### src/rtl/reaction_timer.sv
// rtl/reaction_timer.sv - reaction time measurement from stimulus flag to button press
// Optional BEST_TIME_EN keeps the minimum valid reaction time in best_ms.
module reaction_timer #(
  parameter int TICK_DIV   = 50000,
  parameter int CNT_W      = 16,
  parameter int TIMEOUT_MS = 9999
) (
  input  logic             clk,
  input  logic             rst,
  input  logic             enable,
  input  logic             led_on,
  input  logic             button,
  output logic             timing,
  output logic             done,
  output logic             false_start,
  output logic             timeout,
  output logic [CNT_W-1:0] time_ms,
  output logic [CNT_W-1:0] best_ms
);

  localparam int PW = $clog2(TICK_DIV);
  localparam logic [PW-1:0]    PRESC_MAX = PW'(TICK_DIV - 1);
  localparam logic [CNT_W-1:0] TMO       = CNT_W'(TIMEOUT_MS);

  typedef enum logic [1:0] {
    S_IDLE,
    S_ARMED,
    S_TIMING,
    S_RESULT
  } state_t;

  state_t           state_q, state_d;
  logic             sync0_q, sync0_d;
  logic             sync1_q, sync1_d;
  logic             prev_q, prev_d;
  logic [PW-1:0]    presc_q, presc_d;
  logic [CNT_W-1:0] time_q, time_d;
  logic             done_q, done_d;
  logic             fs_q, fs_d;
  logic             to_q, to_d;
`ifdef BEST_TIME_EN
  logic [CNT_W-1:0] best_q, best_d;
`endif

  logic             press;
  logic             tick;
  logic [CNT_W-1:0] time_inc;

  always_comb begin
    state_d  = state_q;
    sync0_d  = button;
    sync1_d  = sync0_q;
    prev_d   = sync1_q;
    presc_d  = presc_q;
    time_d   = time_q;
    done_d   = done_q;
    fs_d     = fs_q;
    to_d     = to_q;
`ifdef BEST_TIME_EN
    best_d   = best_q;
`endif
    press    = sync1_q & ~prev_q;
    tick     = (presc_q == PRESC_MAX);
    time_inc = time_q + CNT_W'(1);

    // Abort wins over everything except reset; time_ms is left for the display.
    if (state_q != S_IDLE && !enable) begin
      state_d = S_IDLE;
      done_d  = 1'b0;
      fs_d    = 1'b0;
      to_d    = 1'b0;
    end else begin
      case (state_q)
        S_IDLE: begin
          if (enable) begin
            state_d = S_ARMED;
            time_d  = '0;
            done_d  = 1'b0;
            fs_d    = 1'b0;
            to_d    = 1'b0;
          end
        end
        S_ARMED: begin
          if (press) begin
            state_d = S_RESULT;
            fs_d    = 1'b1;
          end else if (led_on) begin
            state_d = S_TIMING;
            presc_d = '0;
            time_d  = '0;
          end
        end
        S_TIMING: begin
          if (press) begin
            state_d = S_RESULT;
            done_d  = 1'b1;
`ifdef BEST_TIME_EN
            if (time_q < best_q) best_d = time_q;
`endif
          end else begin
            presc_d = tick ? '0 : presc_q + PW'(1);
            if (tick) begin
              time_d = time_inc;
              if (time_inc == TMO) begin
                state_d = S_RESULT;
                to_d    = 1'b1;
              end
            end
          end
        end
        default: ;
      endcase
    end
  end

  always_ff @(posedge clk) begin
    if (rst) begin
      state_q <= S_IDLE;
      sync0_q <= 1'b0;
      sync1_q <= 1'b0;
      prev_q  <= 1'b0;
      presc_q <= '0;
      time_q  <= '0;
      done_q  <= 1'b0;
      fs_q    <= 1'b0;
      to_q    <= 1'b0;
`ifdef BEST_TIME_EN
      best_q  <= '1;
`endif
    end else begin
      state_q <= state_d;
      sync0_q <= sync0_d;
      sync1_q <= sync1_d;
      prev_q  <= prev_d;
      presc_q <= presc_d;
      time_q  <= time_d;
      done_q  <= done_d;
      fs_q    <= fs_d;
      to_q    <= to_d;
`ifdef BEST_TIME_EN
      best_q  <= best_d;
`endif
    end
  end

  assign timing      = (state_q == S_TIMING);
  assign done        = done_q;
  assign false_start = fs_q;
  assign timeout     = to_q;
  assign time_ms     = time_q;
`ifdef BEST_TIME_EN
  assign best_ms     = best_q;
`else
  assign best_ms     = '1;
`endif

endmodule

### config.mk
export PLATFORM = sky130hd
export DESIGN_NAME = reaction_timer
export DESIGN_NICKNAME = d
export VERILOG_FILES = /design/src/rtl/reaction_timer.sv
export SDC_FILE = /design/constraint.sdc
export NUM_CORES = 1
export LEC_CHECK = 0
export BUFFER_PORTS_ARGS = -buffer_cell sky130_fd_sc_hd__buf_2
export CORE_UTILIZATION = 30
export CTS_CLUSTER_DIAMETER = 30
export DETAILED_ROUTE_END_ITERATION = 10
export SETUP_SLACK_MARGIN = 0.3
export SLEW_MARGIN = 15
export SYNTH_ARGS = -nofsm -noshare
export SYNTH_HDL_FRONTEND = slang
export SYNTH_SLANG_ARGS = --single-unit
### constraint.sdc
create_clock -name clk -period 2.96 [get_ports clk]
set_clock_uncertainty 0.2 [all_clocks]
set_input_delay 0.148 -clock clk [delete_from_list [all_inputs] [get_ports clk]]
set_output_delay 0.148 -clock clk [all_outputs]
set_load 0.1 [all_outputs]
==> results of run 1 <==
report_power, final:
group	internal, mW	leakage [nW]	total, mW	switching [mW]
Combinational	0.121	0.667	0.525	0.404
Sequential	0.557	0.330	0.576	0.0192
Clock	0.422	0.0784	0.623	0.201
sequential cells by signal, summed over array words and instances, names as in the netlist:
name / flops
false_start: 1
timeout: 1
time_ms: 16
sync0_q: 1
prev_d: 1
presc_q: 16
done: 1
state_q: 2
prev_q: 1
critical path, cell delays in order (launching register included):
cell	delay [ps]
sky130_fd_sc_hd__dfxtp_1	390
sky130_fd_sc_hd__inv_1	90
sky130_fd_sc_hd__ha_2	190
sky130_fd_sc_hd__and3b_1	170
sky130_fd_sc_hd__a2bb2oi_1	200
sky130_fd_sc_hd__nor4_2	680
sky130_fd_sc_hd__nand4_1	190
sky130_fd_sc_hd__xor2_1	170
sky130_fd_sc_hd__nor2_1	50
metal layers:
metal	GRT usage [%]	wire length (microns)	up-vias	part of all wire, %
met2	22.4	2750	32	46
met5	0	0	-	0
met3	3.03	219	5	3.7
met1	18.3	2900	1051	49
li1	-	-	1131	-
met4	3.91	59	0	1.0
stage by stage:
stage                     setup slack, ps  hold slack (ps)  total power, mW  cells
after floorplan                       365             76.2             1.04    335
after global placement                551              177             1.11    430
after detailed placement              517              174             1.11    430
after CTS                             498             99.4             1.74    439
after global routing                  329              119             1.81    439
final                                 510              102             1.72    439
worst paths after layout:
| check | start | end | slack [ps] |
|---|---|---|---|
| setup / recovery | state_q[0] | presc_q[15] | 510 |
| hold reg to reg | sync0_q | prev_d | 230 |
| hold / removal | rst | time_ms[8] | 100 |
| setup reg to reg | state_q[0] | presc_q[15] | 510 |
cell type report:
type	instances	area (sq um)
Tap cell	105	131
Clock buffer	5	68.8
Timing Repair Buffer	27	145
Sequential cell	40	818
Fill cell	875	5390
Inverter	8	30.0
Clock inverter	3	90.1
Multi-Input combinational cell	251	1620
cell families after synthesis:
logic type / after synthesis / synth area share [%]
AO/OA/AOI/OAI: 59 / 17.0
buffers and inverters: 44 / 9.35
AND/OR/NAND/NOR: 147 / 31.8
other: 1 / 0.144
adder cells (fa/ha/maj): 7 / 3.36
flip-flops: 40 / 30.7
multiplexers: 3 / 1.34
XOR/XNOR: 19 / 6.38
layout by cell type, fill, tap and decap left out, types with 4 or more instances in the layout:
cell type / count
sky130_fd_sc_hd__nand2_1: 31
sky130_fd_sc_hd__nor2_1: 31
sky130_fd_sc_hd__dfxtp_1: 26
sky130_fd_sc_hd__buf_2: 24
sky130_fd_sc_hd__nand3_1: 18
sky130_fd_sc_hd__conb_1: 16
sky130_fd_sc_hd__a21oi_1: 14
sky130_fd_sc_hd__dfxtp_2: 14
sky130_fd_sc_hd__xor2_1: 12
sky130_fd_sc_hd__nor2b_1: 10
sky130_fd_sc_hd__inv_1: 8
sky130_fd_sc_hd__nor4_1: 8
sky130_fd_sc_hd__nand4_1: 7
sky130_fd_sc_hd__a22oi_1: 7
sky130_fd_sc_hd__xnor2_1: 7
sky130_fd_sc_hd__and2_1: 6
sky130_fd_sc_hd__nor3_1: 6
sky130_fd_sc_hd__o21ai_1: 6
sky130_fd_sc_hd__ha_1: 6
sky130_fd_sc_hd__a31oi_1: 5
sky130_fd_sc_hd__clkbuf_8: 5
sky130_fd_sc_hd__a21o_1: 4
sky130_fd_sc_hd__o21ai_0: 4
what timing repair did:
item | in CTS | in global routing
endpoints found under the hold margin | 1 | 0
setup buffers | 0 | 0
hold buffers | 1 | 0
==> summary.md, run 1 <==
* 30.7% — sequential area share after synthesis
* 40 x sky130_fd_sc_hd__dfxtp_1, 31 x sky130_fd_sc_hd__nand2_1, 31 x sky130_fd_sc_hd__nor2_1 — Commonest cells post-synth
* 0 — aggregate global routing overflow
* sky130_fd_sc_hd__dfxtp_1 — Most used DFF post-synth
* 0 — number of maximum-capacitance violations
* 2740 sq um — Placed Instance Area
* yes — CTS tree
* 0.000217 V — IR Drop Worst-Case VDD
* 679 ps — Tightest Pin Transition
* 2420 ps — data arrival time of the critical path
* 8300 sq um — core footprint
* 95.3 microns — horizontal die dimension
* sky130_fd_sc_hd__dfxtp_1 31%, sky130_fd_sc_hd__buf_4 5.5%, sky130_fd_sc_hd__nand2_1 4.5%, sky130_fd_sc_hd__nor2_1 4.5%, sky130_fd_sc_hd__xor2_1 4.0% — largest cells by area after synthesis
* 6 — Max FO, Critical Path
* sky130_fd_sc_hd__clkbuf_8 — clock tree root buffer cell
* in -> reg — type of the most critical hold path
* reg -> reg — startpoint-to-endpoint class of the critical path
* 18.6% — layout cells sized above 1
* 0 — Resize count post-CTS
* 5920 microns — final WL
* 31.4% — Initial Utilization
* 320 — cells after synthesis
* 593 nW/um^2 — power density cells
* 11.4% — layout overhead on the synthesized area
* 9800 microns — wire length of the first global-routing pass
* 0 ps — post-route setup TNS
* 2610 sq um — cell area after technology mapping
* 40 — register bit total from synthesis
* 54.3% — normalized max-slew margin
* 13.8% — overall global routing resource usage
* 9080 sq um — Die Area
* no — unrepaired setup endpoints after global routing
* sky130_fd_sc_hd__dfxtp_1 — post-synthesis cell type with the largest combined area
* 408 MHz — max frequency
* 2910 sq um — post-route cell area
* 82.8% — post-route fraction of the period consumed by the critical path
* 26 — pin count of the biggest net entering global routing
* 56 — count of distinct cell types in the synthesized netlist
* 345 — number of nets in the layout
* 4250 microns — estimated wirelength of the detail-placed design
* 290 ps — later-pin clock latency in the skew report
* 0 — DRC errors left
* 2 — cell depth of the worst hold path
* 2 — deepest level of the CTS H-tree
* 13.5 microns — final routed wire length divided by cell count
* 2219 — total via count in the routed design
* completed — status
* 5.05 — via density per instance
* 0 — count of antenna diodes in the layout
* 0 — final-report hold violation count
* 4 — first drt pass iteration count
* 24 — number of input and output port buffers inserted
* 5 — TritonCTS Buffers
* 95.3 microns — vertical die dimension
* 2003 — vias in the first global route
* 2930 ps — endpoint required time on the critical path
* 80 ps — clock slew at reported path FFs
* 8 — Worst R2R Path Depth
* 0 — number of enable flip-flop cells after synthesis
* flip-flop — crit start category
* 0% — proportion of synthesized flip-flops having asynchronous set or reset
* 33 — number of placement rows
* 1.08 nW — Static Leakage
* flip-flop — Setup crit end kind
* 35.0% — fin util
* 30.7% — top-area cell type share of the netlist area
* 2 — maximum clock insertion buffer count
* 8.16 sq um — average cell area after synthesis
* 40 — Clock Sink Count
* 0 — synthesis warning total
* 0 — pins over their slew limit
* 0 — antenna violations before repair
* 0 — final count of negative-setup-slack endpoints
* 0 — number of antenna-violating nets in the routed design
* 0.815 — Final GP Congestion
* 41 — top-level port count
* sky130_fd_sc_hd__dfxtp_1 — most frequent cell after synthesis
* 77 — number of design-rule violations left by the first detailed-router iteration
* 2450 ps — clock period minus worst slack
No activity file was read; power rests on OpenSTA's default activity.
==> run 2, diff against run 1 <==
clock period = 2.05 ns   (was 2.96 ns; I/O delays follow)
==> summary.md, run 2 (synthesis gave the netlist of run 1 again) <==
* finished with violations — status
* negative setup slack — violated checks
* 102% — post-route fraction of the period consumed by the critical path, +19 points
* 40 — Clock Sink Count, unchanged
* 8 — Worst R2R Path Depth, unchanged
* 0.830 — Final GP Congestion, +1.8%
* 4950 microns — estimated wirelength of the detail-placed design, +16%
* 2 — deepest level of the CTS H-tree, unchanged
* state_q[0] — r2r endpoint
* time_ms[1] — Worst R2R Start
* 0 — number of antenna-violating nets in the routed design, unchanged
* 58.1% — layout overhead on the synthesized area
* 3 — cell depth of the worst hold path, +1
* 5 — TritonCTS Buffers, unchanged
* sky130_fd_sc_hd__clkbuf_8 — clock tree root buffer cell
* 7 — Max FO, Critical Path, +1
* 4130 sq um — post-route cell area, +42%
* timeout — Hold Path Sink
* 24 — number of input and output port buffers inserted, unchanged
* 2581 — total via count in the routed design, +16%
* -35.5 ps — smallest setup slack after layout, -546 ps
* 742 nW/um^2 — power density cells, +25%
* 0 — DRC errors left, unchanged
* 95.3 microns — vertical die dimension, unchanged
* 8300 sq um — core footprint, unchanged
* -105 ps — pre-CTS setup slack, -623 ps
* 45 x sky130_fd_sc_hd__buf_4, 29 x sky130_fd_sc_hd__nand2_1, 25 x sky130_fd_sc_hd__nor2_1 — commonest cells after routing, fill and taps aside
* 2080 ps — endpoint required time on the critical path, -850 ps
* 3660 microns — Met2 Routed Length, +33%
* flip-flop — Setup crit end kind
* ha_4, a21oi_1, o311a_1, o32ai_2, nor4_2, buf_4, a31oi_4, mux2i_1 — sequence of cells on the critical path
* 5.11 — via density per instance, +1.1%
* 75.9 ps — final worst hold slack, -25.9 ps
* 1.24 mW — switching power, +99%
* 40.6% — switching power as a share of total power, +4.4 points
* 1.82 mW — internal power, +65%
* 1 — total buffers and inverters traversed by the critical path, unchanged
* 0 — number of maximum-capacitance violations, unchanged
* 33 — number of placement rows, unchanged
* 2474 — vias in the first global route, +24%
* 2110 ps — data arrival time of the critical path, -310 ps
* 3540 microns — met1 WL, +22%
* 14.8 microns — final routed wire length divided by cell count, +9.5%
* 190 microns — met3 wire len, -13%
* 411 — number of nets in the layout, +19%
* flip-flop — crit start category
* 143 — number of design-rule violations left by the first detailed-router iteration, +86%
* 26.7% — sequential group share of total power, -6.7 points
* 31.4% — Initial Utilization, unchanged
* 90 ps — clock slew at reported path FFs, about the same
* 0 — antenna violations before repair, unchanged
* met4 — uppermost layer routed
* 370 ps — max incr delay on CP, -310 ps
* enable — origin of the worst min-delay path
* 748 — Fill cells, -15%
* yes — unrepaired setup endpoints after global routing
* 300 ps — later-pin clock latency in the skew report, about the same
* 1.51 nW — Static Leakage, +40%
* 9080 sq um — Die Area, unchanged
* yes — CTS tree
* 0.000452 V — IR Drop Worst-Case VDD, +110%
* 0 — pins over their slew limit, unchanged
* -40 ps — Worst R2R Setup Slack, -550 ps
* sky130_fd_sc_hd__dfxtp_4 — standard cell with the maximum stage delay on the critical path
* reg -> reg — startpoint-to-endpoint class of the critical path
* 0 — final-report hold violation count, unchanged
* 50.8% — part of the power in combinational logic, +20 points
* 95.3 microns — horizontal die dimension, unchanged
* 22.5% — share of total power in the clock network, -14 points
* 7460 microns — final WL, +26%
* 3.06 mW — Tot Pwr, +78%
* 49.7% — fin util, +15 points
* 0 — aggregate global routing overflow, unchanged
* 3320 sq um — Placed Instance Area, +21%
* 4 — final count of negative-setup-slack endpoints, +4
* in -> reg — type of the most critical hold path
* 18 — pin count of the biggest net entering global routing, -31%
* 41 — top-level port count, unchanged
* 16.8% — overall global routing resource usage, +2.9 points
* 12000 microns — wire length of the first global-routing pass, +22%
* 0 — count of antenna diodes in the layout, unchanged
* compound AO/OA/AOI/OAI gates — CP top delay family
* 50.2% — layout cells sized above 1, +32 points
* 2090 ps — clock period minus worst slack, -364 ps
* sky130_fd_sc_hd__buf_4 — most frequent standard cell in the layout excluding fill and tap cells
* 480 MHz — max frequency, +17%
* 4 — first drt pass iteration count, unchanged
* 2 — maximum clock insertion buffer count, unchanged
-- run 2: how the worst max path moves through the flow --
| stage | slack, ps | end | depth (start not counted) | start |
|---|---|---|---|---|
| after floorplan | -160 | state_q[0] | 7 | time_ms[3] |
| after global placement | -70 | state_q[1] | 6 | presc_q[14] |
| after detailed placement | -110 | state_q[0] | 6 | presc_q[10] |
| after CTS | -20 | time_ms[1] | 8 | presc_q[0] |
| after global routing | -150 | time_ms[11] | 8 | presc_q[0] |
| final | -40 | state_q[0] | 8 | time_ms[1] |
-- run 2: metal layers --
layer / vias up / global-route usage [%]
li1: 1270 / -
met1: 1254 / 22.7
met2: 53 / 27.4
met3: 4 / 2.39
met4: 0 / 5.05
met5: - / 0
-- run 2: repair_timing --
action,CTS,global route
gates cloned,1,0
hold buffers,3,0
pin swaps,29,17
buffers inserted,7,6
endpoints found under the setup margin,36,36
gates resized for setup,45,60
hold endpoints to repair,9,0
-- run 2: tightest hold or removal path: stages --
cell and delay (ps):
sky130_fd_sc_hd__buf_2 170, sky130_fd_sc_hd__nor2_1 180, sky130_fd_sc_hd__nor4_1 80
-- run 2: area by class of cell --
cell class / count / area [sq um] / share of cell area (%)
Clock inverter: 3 / 45.0 / 1.09
Sequential cell: 40 / 862 / 20.9
Multi-Input combinational cell: 251 / 2200 / 53.4
Tap cell: 105 / 131 / 3.18
Timing Repair Buffer: 93 / 781 / 18.9
Inverter: 8 / 32.5 / 0.789
Clock buffer: 5 / 68.8 / 1.67
-- run 2: power by group through the flow --
| stage | sequential (mW) | clock (mW) | combinational, mW |
|---|---|---|---|
| 2_1_floorplan | 0.858 | 0 | 0.763 |
| 4_1_cts | 0.817 | 0.705 | 1.35 |
| 5_1_grt | 0.820 | 0.743 | 1.65 |
| 6_report | 0.817 | 0.688 | 1.56 |
| 3_3_place_gp | 0.827 | 0 | 1.11 |
| 3_5_place_dp | 0.828 | 0 | 1.12 |
-- run 2: through the flow --
stage | setup TNS (ps) | cells
6_report | -94.3 | 505
5_1_grt | -1830 | 505
4_1_cts | -53.2 | 499
3_5_place_dp | -584 | 480
3_3_place_gp | -186 | 480
2_1_floorplan | -857 | 335
